[src/rtl/inta_sequencer_pkg.sv]
// Shared definitions for the INTA sequencer: FSM states, the 8080 CALL
// opcode and the pulse counts of the two acknowledge protocols.
package inta_sequencer_pkg;

  typedef enum logic [1:0] {
    IDLE      = 2'd0,
    PULSE_LOW = 2'd1,
    PULSE_GAP = 2'd2,
    DONE      = 2'd3
  } state_e;

  localparam logic [7:0] CALL_OPCODE = 8'hCD;
  localparam logic [1:0] PULSES_8086 = 2'd2;
  localparam logic [1:0] PULSES_8080 = 2'd3;

  function automatic logic [1:0] pulse_count(input logic is_8086);
    return is_8086 ? PULSES_8086 : PULSES_8080;
  endfunction

endpackage

[src/rtl/inta_request_sync.sv]
// Two-flop synchronizer bringing the asynchronous INT request into the
// clock domain of the sequencer.
module inta_request_sync (
  input  logic clock,
  input  logic reset_n,
  input  logic async_i,
  output logic sync_o
);

  logic meta_q;
  logic sync_q;

  always_ff @(posedge clock or negedge reset_n) begin
    if (!reset_n) begin
      meta_q <= 1'b0;
      sync_q <= 1'b0;
    end else begin
      meta_q <= async_i;
      sync_q <= meta_q;
    end
  end

  assign sync_o = sync_q;

endmodule

[src/rtl/inta_sequencer.sv]
// Generates the INTA strobe train for 8086 (two pulses) or 8080/85 (three
// pulses, CALL opcode + address) and captures the bytes the controller returns.
module inta_sequencer
  import inta_sequencer_pkg::*;
#(
  parameter int unsigned PULSE_CYCLES = 4,
  parameter int unsigned GAP_CYCLES   = 3
) (
  input  logic        clock,
  input  logic        reset_n,
  input  logic        interrupt_request,
  input  logic        interrupt_enable,
  input  logic        mode_8086,
  input  logic [7:0]  data_bus_in,
  output logic        interrupt_acknowledge_n,
  output logic [7:0]  vector_out,
  output logic [15:0] call_address,
  output logic        vector_valid,
  output logic        opcode_error,
  output logic        busy
);

  localparam logic [3:0] PULSE_LAST = 4'(PULSE_CYCLES - 1);
  localparam logic [3:0] GAP_LAST   = 4'(GAP_CYCLES - 1);

  state_e      state_q, state_d;
  logic [1:0]  idx_q, idx_d;
  logic [3:0]  cnt_q, cnt_d;
  logic        mode_q, mode_d;
  logic        err_q, err_d;
  logic [7:0]  b2_q, b2_d;
  logic [7:0]  b3_q, b3_d;
  logic [7:0]  vec_q, vec_d;
  logic [15:0] call_q, call_d;
  logic        int_sync;

  inta_request_sync u_sync (
    .clock   (clock),
    .reset_n (reset_n),
    .async_i (interrupt_request),
    .sync_o  (int_sync)
  );

  always_ff @(posedge clock or negedge reset_n) begin
    if (!reset_n) begin
      state_q <= IDLE;
      idx_q   <= '0;
      cnt_q   <= '0;
      mode_q  <= 1'b0;
      err_q   <= 1'b0;
      b2_q    <= '0;
      b3_q    <= '0;
      vec_q   <= '0;
      call_q  <= '0;
    end else begin
      state_q <= state_d;
      idx_q   <= idx_d;
      cnt_q   <= cnt_d;
      mode_q  <= mode_d;
      err_q   <= err_d;
      b2_q    <= b2_d;
      b3_q    <= b3_d;
      vec_q   <= vec_d;
      call_q  <= call_d;
    end
  end

  always_comb begin
    state_d = state_q;
    idx_d   = idx_q;
    cnt_d   = cnt_q;
    mode_d  = mode_q;
    err_d   = err_q;
    b2_d    = b2_q;
    b3_d    = b3_q;
    vec_d   = vec_q;
    call_d  = call_q;
    case (state_q)
      IDLE: begin
        if (int_sync && interrupt_enable) begin
          state_d = PULSE_LOW;
          idx_d   = 2'd1;
          cnt_d   = '0;
          mode_d  = mode_8086;
          err_d   = 1'b0;
        end
      end
      PULSE_LOW: begin
        // Bus bytes are only trusted on the final low cycle of each pulse.
        if (cnt_q == PULSE_LAST) begin
          cnt_d   = '0;
          state_d = PULSE_GAP;
          case (idx_q)
            2'd1:    err_d = !mode_q && (data_bus_in != CALL_OPCODE);
            2'd2:    b2_d  = data_bus_in;
            default: b3_d  = data_bus_in;
          endcase
        end else begin
          cnt_d = cnt_q + 4'd1;
        end
      end
      PULSE_GAP: begin
        if (cnt_q == GAP_LAST) begin
          cnt_d = '0;
          if (idx_q < pulse_count(mode_q)) begin
            state_d = PULSE_LOW;
            idx_d   = idx_q + 2'd1;
          end else begin
            // Outputs change together on entry to DONE, alongside the strobe.
            state_d = DONE;
            if (mode_q) begin
              vec_d = b2_q;
            end else if (!err_q) begin
              call_d = {b3_q, b2_q};
            end
          end
        end else begin
          cnt_d = cnt_q + 4'd1;
        end
      end
      DONE: begin
        state_d = IDLE;
        idx_d   = '0;
      end
      default: state_d = IDLE;
    endcase
  end

  assign interrupt_acknowledge_n = (state_q != PULSE_LOW);
  assign busy                    = (state_q != IDLE);
  assign vector_valid            = (state_q == DONE) && (mode_q || !err_q);
  assign opcode_error            = (state_q == DONE) && !mode_q && err_q;
  assign vector_out              = vec_q;
  assign call_address            = call_q;

endmodule

[config.mk]
export PLATFORM = sky130hd
export DESIGN_NAME = inta_sequencer
export DESIGN_NICKNAME = d
export VERILOG_FILES = /design/src/rtl/inta_sequencer_pkg.sv /design/src/rtl/inta_request_sync.sv /design/src/rtl/inta_sequencer.sv
export SDC_FILE = /design/constraint.sdc
export NUM_CORES = 1
export LEC_CHECK = 0
export CORE_ASPECT_RATIO = 0.75
export CORE_MARGIN = 1.5
export CORE_UTILIZATION = 40
export DETAILED_ROUTE_END_ITERATION = 8
export GPL_ROUTABILITY_DRIVEN = 0
export HOLD_SLACK_MARGIN = 0.15
export PLACE_DENSITY = 0.75
export SYNTH_ARGS = -nofsm -noshare
export SYNTH_HDL_FRONTEND = slang
export SYNTH_HIERARCHICAL = 1
export SYNTH_SLANG_ARGS = --single-unit
[constraint.sdc]
create_clock -name clock -period 2.7 [get_ports clock]
set_clock_uncertainty 0.2 [all_clocks]
set_input_delay 0.54 -clock clock [delete_from_list [all_inputs] [get_ports clock]]
set_output_delay 0.54 -clock clock [all_outputs]
set_load 0.02 [all_outputs]
# ---- Word-level counts from Yosys, hierarchy flattened
# Cells that the tools add are included.
dict set report op_classes {
  n_addsub 2
  order_cmp 1
  n_eq_ne 14
  muxes 17
  bitwise_logic 4
  n_reduce_logical 23
}
# cell count
set op_table {}
lappend op_table {{$mux W2} 6}
lappend op_table {{$mux W4} 3}
lappend op_table {{$pmux W4 S3} 1}
lappend op_table {{$reduce_and A4 Y1} 3}
lappend op_table {{$reduce_and A3 Y1} 3}
lappend op_table {{$eq A4 B2 Y1 const B} 2}
lappend op_table {{$ne A2 B2 Y1 const B} 4}
lappend op_table {{$ne A8 B8 Y1 const B} 1}
lappend op_table {{$pmux W2 S4} 1}
lappend op_table {{$eq A2 B2 Y1 const B} 3}
lappend op_table {{$pmux W2 S3} 1}
lappend op_table {{$reduce_bool A3 Y1} 2}
lappend op_table {{$logic_and A1 B1 Y1} 5}
lappend op_table {{$reduce_and A5 Y1} 1}
lappend op_table {{$add A4 B1 Y4 const B} 1}
lappend op_table {{$eq A2 B1 Y1 const B} 2}
lappend op_table {{$mux W1} 4}
lappend op_table {{$ne A2 B1 Y1 const B} 2}
lappend op_table {{$not A1 Y1} 4}
lappend op_table {{$reduce_and A2 Y1} 2}
lappend op_table {{$reduce_bool A2 Y1} 2}
lappend op_table {{$add A2 B1 Y2 const B} 1}
lappend op_table {{$logic_not A1 Y1} 2}
lappend op_table {{$logic_not A2 Y1} 1}
lappend op_table {{other kinds (4)} 4}
dict set report word_totals {
  register_bits 52
  out_inout_bits 28
  word_cells 72
}

# ---- Logic depth before layout (Yosys ltp)
# Gate-level depths: netlist of the first run.
dict set report logic_depth {
  word_depth 5
  mapped_depth 7
}

# ---- Cells and area by module
# Netlist of the first run, hierarchy kept.
# mod n_inst cells_per_inst area_each_um2
set by_module_without_submodules {}
lappend by_module_without_submodules {inta_sequencer 1 160 2222.1}
lappend by_module_without_submodules {inta_request_sync 1 2 50.0}

# ---- Least setup slack after synthesis of the first run
# No wires, ideal clock.
dict set report synth_timing {
  kind {reg2reg}
  from {reg state_q[0]}
  to {reg call_q[10] (netlist: call_address[10])}
  setup_time_ps 125
  arrival_time_ps 1872
  required_ps 2375
  slack_ps 504
  stages_incl_launch_ff 8
  path_buffers 2
  cell_sequence {dfrtp_1 inv_1 ha_1 clkbuf_1 nand3_2 nor4_4 buf_6 mux2_2}
}
dict set report synth_via {
  elab_chain_cells 2
}
# item line_no
set synth_rtl {}
lappend synth_rtl {{from (decl)} inta_sequencer.sv:26} ;# state_e state_q, state_d;
lappend synth_rtl {{from (signal assigned)} inta_sequencer.sv:56} ;# state_q <= state_d;
lappend synth_rtl {{$eq A2 B2 Y1} inta_sequencer.sv:78} ;# case (state_q)
lappend synth_rtl {{$reduce_and A5 Y1 (no line)} n/a}
lappend synth_rtl {{to (signal assigned)} inta_sequencer.sv:64} ;# call_q <= call_d;
lappend synth_rtl {{to (decl)} inta_sequencer.sv:34} ;# logic [15:0] call_q, call_d;
# Every way passes these cells.
# A chain may end at the register's enable or synchronous reset.

# ---- Worst setup path after layout of the first run
dict set report layout_timing {
  from {reg state_q[1]}
  to {out interrupt_acknowledge_n}
}
dict set report layout_via {
  elab_chain_cells 1
}
# item line_no
set layout_rtl {}
lappend layout_rtl {{$ne A2 B1 Y1} inta_sequencer.sv:129} ;# assign interrupt_acknowledge_n = (state_q != PULSE_LOW);
lappend layout_rtl {{to (decl)} inta_sequencer.sv:15} ;# output logic interrupt_acknowledge_n,
# Every way passes these cells.

==> results of run 1 <==
==> logic make-up (layout without fill, tap and decap cells) <==
family,count (synthesis),after routing,synth area share [%]
mux,45,45,22.2
buf+inv,11,63,2.15
xor+xnor,1,1,0.386
simple gates,27,27,7.93
flops,52,52,57.3
compound gates,17,17,5.12
fa+ha+maj,9,9,4.96
==> cells in the final DEF (no fill, tap or decap), types with 2 or more instances in the layout <==
cell | synthesis | routed
o21ai_0 | 5 | 5
mux2i_1 | 2 | 2
clkbuf_8 | 0 | 6
a21oi_1 | 4 | 4
buf_4 | 0 | 5
clkdlybuf4s50_1 | 0 | 39
inv_1 | 9 | 9
dfrtp_1 | 52 | 52
nand2_1 | 9 | 9
nand3_1 | 5 | 5
mux2_2 | 43 | 43
ha_1 | 9 | 9
==> area by class of cell <==
type	instances	area, um2	share of cell area (%)
Clock buffer	6	82.6	2.86
Clock inverter	2	13.8	0.476
Inverter	9	33.8	1.17
Multi-Input combinational cell	99	922	31.9
Sequential cell	52	1300	45.0
Tap cell	75	93.8	3.25
Timing Repair Buffer	46	443	15.3
==> worst reg2reg max path, stage by stage (launching register included) <==
cell and delay (ns):
dfrtp_1 0.43, inv_1 0.07, ha_1 0.14, nor3b_4 0.30, nand3_2 0.14, nor4_4 0.14
buf_4 0.29, mux2_2 0.37
==> synthesized netlist by cell type <==
cell type  count  area, um2
nand3_1        5       25.0
a21boi_0       1       7.51
a21bo_2        1       10.0
nor3_1         1       5.00
xor2_1         1       8.76
mux2_2        43        484
nor3b_4        1       18.8
o22ai_1        1       6.26
and3_1         1       6.26
nor2b_1        1       6.26
ha_1           9        113
inv_1          9       33.8
clkbuf_1       1       3.75
nand2_1        9       33.8
buf_6          1       11.3
nor3b_2        1       12.5
a221o_1        1       10.0
mux2i_1        2       20.0
nor4_1         1       6.26
nor4bb_1       1       10.0
nand2b_1       1       6.26
nand3_2        1       10.0
o21ai_0        5       25.0
nor2_1         1       3.75
nand4_1        1       6.26
dfrtp_1       52       1300
o221a_2        1       11.3
nand4b_1       1       8.76
nor4_4         1       21.3
a21oi_1        4       20.0
a211oi_1       1       7.51
o32a_1         1       10.0
a211o_1        1       8.76
==> path summary, 6_finish.rpt <==
kind	depth (start not counted)	start	endpoint
worst max-delay path	4	state_q[1]$_DFFE_PN0P_	interrupt_acknowledge_n
worst min-delay path	0	u_sync/meta_q$_DFF_PN0_	u_sync/sync_o$_DFF_PN0_
worst max register to register	7	cnt_q[0]$_DFFE_PN0P_	call_address[10]$_DFFE_PN0P_
worst min register to register	0	u_sync/meta_q$_DFF_PN0_	u_sync/sync_o$_DFF_PN0_
max in group asynchronous	3	reset_n	b2_q[5]$_DFFE_PN0P_
min in group asynchronous	2	reset_n	b2_q[1]$_DFFE_PN0P_
==> flip-flops by register name (all words and copies together) (netlist names) <==
signal / cells
idx_q: 2
vector_out: 8
u_sync/meta_q: 1
cnt_q: 4
call_address: 16
u_sync/sync_o: 1
err_q: 1
state_q: 2
b2_q: 8
b3_q: 8
mode_q: 1
==> metal layers <==
metal / GRT usage (%) / up-vias / routed length, um / part of all wire, %
li1: - / 681 / - / -
met5: 0 / - / 0 / 0
met3: 3.78 / 3 / 193 / 4.6
met4: 4.17 / 0 / 30 / 0.72
met1: 20.5 / 715 / 2120 / 51
met2: 23.5 / 34 / 1830 / 44
==> power by group <==
group          leakage, nW  total, mW  switching [mW]  internal [mW]
Clock               0.0516      0.459           0.249          0.210
Combinational        0.593      0.942           0.468          0.475
Sequential           0.671       1.10           0.142          0.957
Total                 1.32       2.50           0.859           1.64
==> what timing repair did <==
| action | CTS | global route |
|---|---|---|
| endpoints found under the hold margin | 24 | 0 |
| hold buffers | 1 | 0 |
| setup endpoints to repair | 0 | 0 |
==> out/results.tsv, run 1 <==
metric	value	unit
critical-path cell with the highest stage delay	clkdlybuf4s50_1	
maximum root-to-sink buffer count	2	
wire length of the first global-routing pass	6.93	mm
maximum clock frequency	391	MHz
depth of the CTS H-tree	2	
port buffer count	40	
sum of overflow across all layers after global routing	0	
routed via count divided by cell count	4.96	
placed cell area	0.00278	mm2
via count of the first global-routing pass	1403	
area delta synth->final	27.2	%
CTS-repair resized insts	0	
Fillers	482	
full die area	0.00615	mm2
synthesized netlist net count	184	
cell class contributing the biggest share of worst-path delay	buffers and inverters	
Worst-Margin Slew	0.583	ns
shortest period the worst path allows	2.56	ns
fin nets	235	
CP required	1.96	ns
Critical Path Most Common Cell	inv_1	
unrepaired setup endpoints after global routing	false	
post-synth cell types	33	
TritonCTS buffer count	5	
buffers plus inverters on the worst setup path	3	
total number of clock tree sinks	52	
number of antenna violations at the first check in global routing	0	
kind of launch point of the worst setup path	flip-flop	
post-synthesis instance area	0.00227	mm2
Setup-failing EPs final	0	
final-report max-slew violation count	0	
fraction of layout instances using a drive strength above 1	29.4	%
sequential fraction of the synthesis area	57.3	%
total via count in the routed design	1433	
Worst EP arrival	1.82	ns
core box area	0.00541	mm2
Total Power Consumption	2.50	mW
post-placement cell count	280	
cell row count	23	
setup slack at placement	0.460	ns
Critical Path End Type	output pin	
number of I/O pins	41	
reg2reg setup slack	0.52	ns
result of the run	finished, final reports clean	
starting density of the core	42.0	%
number of warnings printed during yosys synthesis	6	
Fin Hold WS	0.155	ns
die width	90.0	um
insertion delay to the later sink of the worst-skew pair	0.30	ns
DRC violation count after routing	0	
clock tree from TritonCTS	done	
#FFs+latches synth	52	
clock input transition at the sequential cells of the worst setup and hold paths	0.09	ns
Cells after Synth	162	
vertical die dimension	68.3	um
Total GRT Usage	14.8	%
number of optimization iterations in the first detailed-route pass	4	
number of antenna cells inserted	0	
post-layout instance area	0.00289	mm2
maximum vdd drop	383	uV
final cell count without fillers	289	
antenna viol nets, final	0	
HPWL Detailed	3.07	mm
Crit path largest cell delay	0.62	ns
aggregate routed wire length	4.17	mm
cell leakage power	1.32	nW
Final WS setup	0.140	ns
worst slew margin relative to its limit	61.1	%
Iter 0 DRT Violations	78	
Tightest Hold Check Type	reg2reg	
Routed wire per std cell	14.4	um
Max Cap Violations	0	
setup bufs post-CTS	0	
power density cells	865	mW/mm2
crit-path max FO	5	
largest net degree at the start of global routing	27	
post-route core utilization	53.4	%
root buf cell	clkbuf_8	
Critical Setup Path Class	reg2out	
ratio of final minimum period to clock period	94.8	%
crit-path cells	inv_1, ha_1, inv_1, clkdlybuf4s50_1	
hold violation count in the final report	0	
total negative slack for setup checks	0	ns
mean area per synthesized cell	14.0	um2
(Power assumes the default switching activity.)
==> inputs of run 2 (changes only) <==
--- a/config.mk
+++ b/config.mk
@@ -10,7 +10,7 @@
 export CORE_UTILIZATION = 40
 export DETAILED_ROUTE_END_ITERATION = 8
 export GPL_ROUTABILITY_DRIVEN = 0
-export HOLD_SLACK_MARGIN = 0.15
+export HOLD_SLACK_MARGIN = 0.12
 export PLACE_DENSITY = 0.75
 export SYNTH_ARGS = -nofsm -noshare
 export SYNTH_HDL_FRONTEND = slang
==> results of run 2 <==
The final DEF is identical to that of run 1; final timing and power are the same.
==> inputs of run 3 (changes only) <==
--- a/config.mk
+++ b/config.mk
@@ -5,13 +5,16 @@
 export SDC_FILE = /design/constraint.sdc
 export NUM_CORES = 1
 export LEC_CHECK = 0
+export ABC_AREA = 1
 export CORE_ASPECT_RATIO = 0.75
 export CORE_MARGIN = 1.5
 export CORE_UTILIZATION = 40
+export CTS_CLUSTER_SIZE = 20
 export DETAILED_ROUTE_END_ITERATION = 8
 export GPL_ROUTABILITY_DRIVEN = 0
 export HOLD_SLACK_MARGIN = 0.12
-export PLACE_DENSITY = 0.75
+export PLACE_DENSITY = 0.74
+export SETUP_SLACK_MARGIN = 0.02
 export SYNTH_ARGS = -nofsm -noshare
 export SYNTH_HDL_FRONTEND = slang
 export SYNTH_HIERARCHICAL = 1
==> run 3 against run 2 <==
Against the previous run:
- routed wire length grew 24%
- largest cell class unchanged
- clock power shrank 3%
- final area grew 3.9%
- maximum frequency grew 2.0%
==> out/results.tsv, run 3 <==
metric	value	unit	change
asr flop ratio synth	100	%	unchanged
sum of overflow across all layers after global routing	0		unchanged
area fraction in compound gates after synthesis	7.74	%	was 5.12%
multiplexer fraction of the synthesized cell area	0	%	was 22.2%
insertion delay to the later sink of the worst-skew pair	0.31	ns	was 0.30 ns
die width	92.6	um	was 90.0 um
number of optimization iterations in the first detailed-route pass	4		unchanged
Cells after Synth	280		was 162
post-synthesis instance area	0.00241	mm2	was 0.00227 mm2
count of cells along the worst hold path	0		unchanged
Post-Synth Simple-Gate Area	27.6	%	was 7.93%
setup slack at placement	0.517	ns	was 0.460 ns
maximum root-to-sink buffer count	2		unchanged
Adder-Cell Fraction of Synth Area	4.67	%	was 4.96%
unrepaired setup endpoints after global routing	false		unchanged
hold violation count in the final report	0		unchanged
largest family of logic cells by synthesized area	simple AND/OR/NAND/NOR gates		was multiplexers
fin nets	350		was 235
Worst-Margin Slew	0.523	ns	was 0.583 ns
reg2reg setup slack	0.71	ns	was 0.52 ns
leading cell type in the layout, fill and taps excluded	nand2_1		was dfrtp_1
DRC violation count after routing	0		unchanged
Routed wire per std cell	12.7	um	was 14.4 um
crit-path max FO	5		unchanged
vertical die dimension	70.2	um	was 68.3 um
post-layout instance area	0.00300	mm2	was 0.00289 mm2
Largest register FFs	16		unchanged
cell type with the highest aggregate area in the netlist	dfrtp_1		unchanged
area share of xor/xnor cells in the synthesized design	0	%	was 0.385%
post-synth cell types	20		was 33
Iter 0 DRT Violations	181		was 78
Critical Path Most Common Cell	inv_1		unchanged
worst slew margin relative to its limit	65.0	%	was 61.1%
placed cell area	0.00290	mm2	was 0.00278 mm2
total number of clock tree sinks	52		unchanged
ratio of final minimum period to clock period	93.0	%	was 94.8%
Setup-failing EPs final	0		unchanged
final-report max-slew violation count	0		unchanged
top cell types by occurrence after synthesis	nand2_1 (106), dfrtp_1 (52), inv_1 (28), o21ai_0 (28), nand3_1 (24)		was dfrtp_1 (52), mux2_2 (43), ha_1 (9), inv_1 (9), nand2_1 (9)
CTS-repair resized insts	0		unchanged
post-placement cell count	398		was 280
Final WS setup	0.189	ns	was 0.140 ns
count of flip-flops with a built-in enable after synthesis	0		unchanged
Hold EP	u_sync/sync_o$_DFF_PN0_		unchanged
crit-path cells	inv_1, ha_1, inv_1, clkdlybuf4s50_1		unchanged
kind of launch point of the worst setup path	flip-flop		unchanged
antenna viol nets, final	0		unchanged
cell row count	24		was 23
clock tree from TritonCTS	done		unchanged
number of I/O pins	41		unchanged
ys flop type	dfrtp_1		unchanged
final cell count without fillers	407		was 289
depth of the worst register-to-register path	7		unchanged
shortest period the worst path allows	2.51	ns	was 2.56 ns
via count of the first global-routing pass	1801		was 1,403
clock input transition at the sequential cells of the worst setup and hold paths	0.09	ns	about the same
post-route core utilization	51.5	%	was 53.4%
most frequent cells in the layout	nand2_1 (106), dfrtp_1 (52), clkdlybuf4s50_1 (39)		was dfrtp_1 (52), mux2_2 (43), clkdlybuf4s50_1 (39)
area delta synth->final	24.6	%	was 27.2%
critical-path cell with the highest stage delay	clkdlybuf4s50_1		unchanged
largest cells by area after synthesis	dfrtp_1 (54%), nand2_1 (17%), o21ai_0 (5.8%)		was dfrtp_1 (57%), mux2_2 (21%), ha_1 (5.0%)
full die area	0.00650	mm2	was 0.00615 mm2
maximum clock frequency	398	MHz	was 391 MHz
hold path start	u_sync/meta_q$_DFF_PN0_		unchanged
depth of the CTS H-tree	2		unchanged
core box area	0.00583	mm2	was 0.00541 mm2
mean area per synthesized cell	8.61	um2	was 14.0 um2
Total GRT Usage	16.7	%	was 14.8%
sequential fraction of the synthesis area	54.0	%	was 57.3%
routed via count divided by cell count	4.85		was 4.96
Crit path largest cell delay	0.60	ns	was 0.62 ns
number of antenna cells inserted	0		unchanged
#FFs+latches synth	52		unchanged
fraction of layout instances using a drive strength above 1	6.69	%	was 29.4%
wire length of the first global-routing pass	8.45	mm	was 6.93 mm
portion of synthesized cell area occupied by the leading cell type	54.0	%	was 57.3%
Critical Path End Type	output pin		unchanged
critical register-to-register path startpoint	state_q[0]$_DFFE_PN0P_		was cnt_q[0]$_DFFE_PN0P_
synthesized netlist net count	302		was 184
result of the run	finished, final reports clean		unchanged
number of antenna violations at the first check in global routing	0		unchanged
port buffer count	40		unchanged
Critical Setup Path Class	reg2out		unchanged
cell class contributing the biggest share of worst-path delay	buffers and inverters		unchanged
cell leakage power	1.37	nW	was 1.32 nW
total via count in the routed design	1973		was 1,433
aggregate routed wire length	5.16	mm	was 4.17 mm
TritonCTS buffer count	5		unchanged
largest net degree at the start of global routing	22		was 27
HPWL Detailed	3.80	mm	was 3.07 mm
root buf cell	clkbuf_8		unchanged
number of warnings printed during yosys synthesis	6		unchanged
cell with the most instances after synthesis	nand2_1		was dfrtp_1
Tightest Hold Check Type	reg2reg		unchanged
Worst EP arrival	1.77	ns	was 1.82 ns
maximum vdd drop	352	uV	was 383 uV
total negative slack for setup checks	0	ns	unchanged
power density cells	791	mW/mm2	was 865 mW/mm2
CP required	1.96	ns	about the same
Max Cap Violations	0		unchanged
Worst R2R End	call_address[9]$_DFFE_PN0P_		was call_address[10]$_DFFE_PN0P_
starting density of the core	41.4	%	was 42.0%
buffers plus inverters on the worst setup path	3		unchanged
-- run 3: kinds of logic after synthesis --
| logic type | after synthesis |
|---|---|
| buffers and inverters | 34 |
| AND/OR/NAND/NOR | 151 |
| adder cells (fa/ha/maj) | 9 |
| AO/OA/AOI/OAI | 34 |
| flip-flops | 52 |
-- run 3: metrics by stage --
step                total power [mW]  hold WS (ns)
floorplan                       1.62        0.0444
global placement                1.92         0.134
detailed placement              1.94         0.160
CTS                             2.38         0.181
global route                    2.54         0.204
finish                          2.38         0.175
-- run 3: what timing repair did --
action,in CTS,in global routing
setup buffers,0,0
hold endpoints to repair,19,0
hold buffers,1,0
-- run 3: final cells by class --
cell class	count	area, um2
tap	78	97.6
inverter	29	109
fill	566	2820
clock buffer	6	72.6
timing repair buffer	46	443
multi-input combinational	194	963
clock inverter	2	16.3
sequential	52	1300
-- run 3: per-layer routing --
metal / part of all wire (%) / track usage (%) / up-vias / wire [um]
li1: - / - / 980 / -
met1: 47 / 22.4 / 947 / 2450
met2: 47 / 26.8 / 39 / 2440
met3: 4.3 / 4.25 / 7 / 223
met4: 1.1 / 4.55 / 0 / 55
met5: 0 / 0 / - / 0
-- run 3: worst max path at each step --
stage	startpoint	to	slack, ns	cells past startpoint
after floorplan	state_q[0]$_DFFE_PN0P_	call_address[10]$_DFFE_PN0P_	0.96	8
after global placement	state_q[0]$_DFFE_PN0P_	busy	0.56	4
after detailed placement	state_q[0]$_DFFE_PN0P_	busy	0.52	4
after CTS	state_q[0]$_DFFE_PN0P_	busy	0.18	4
after global routing	state_q[1]$_DFFE_PN0P_	busy	0.08	4
final	state_q[1]$_DFFE_PN0P_	interrupt_acknowledge_n	0.19	4
-- run 3: power breakdown --
part / internal (mW) / switching [mW]
sequential: 0.940 / 0.118
clock: 0.185 / 0.260
combinational: 0.323 / 0.550
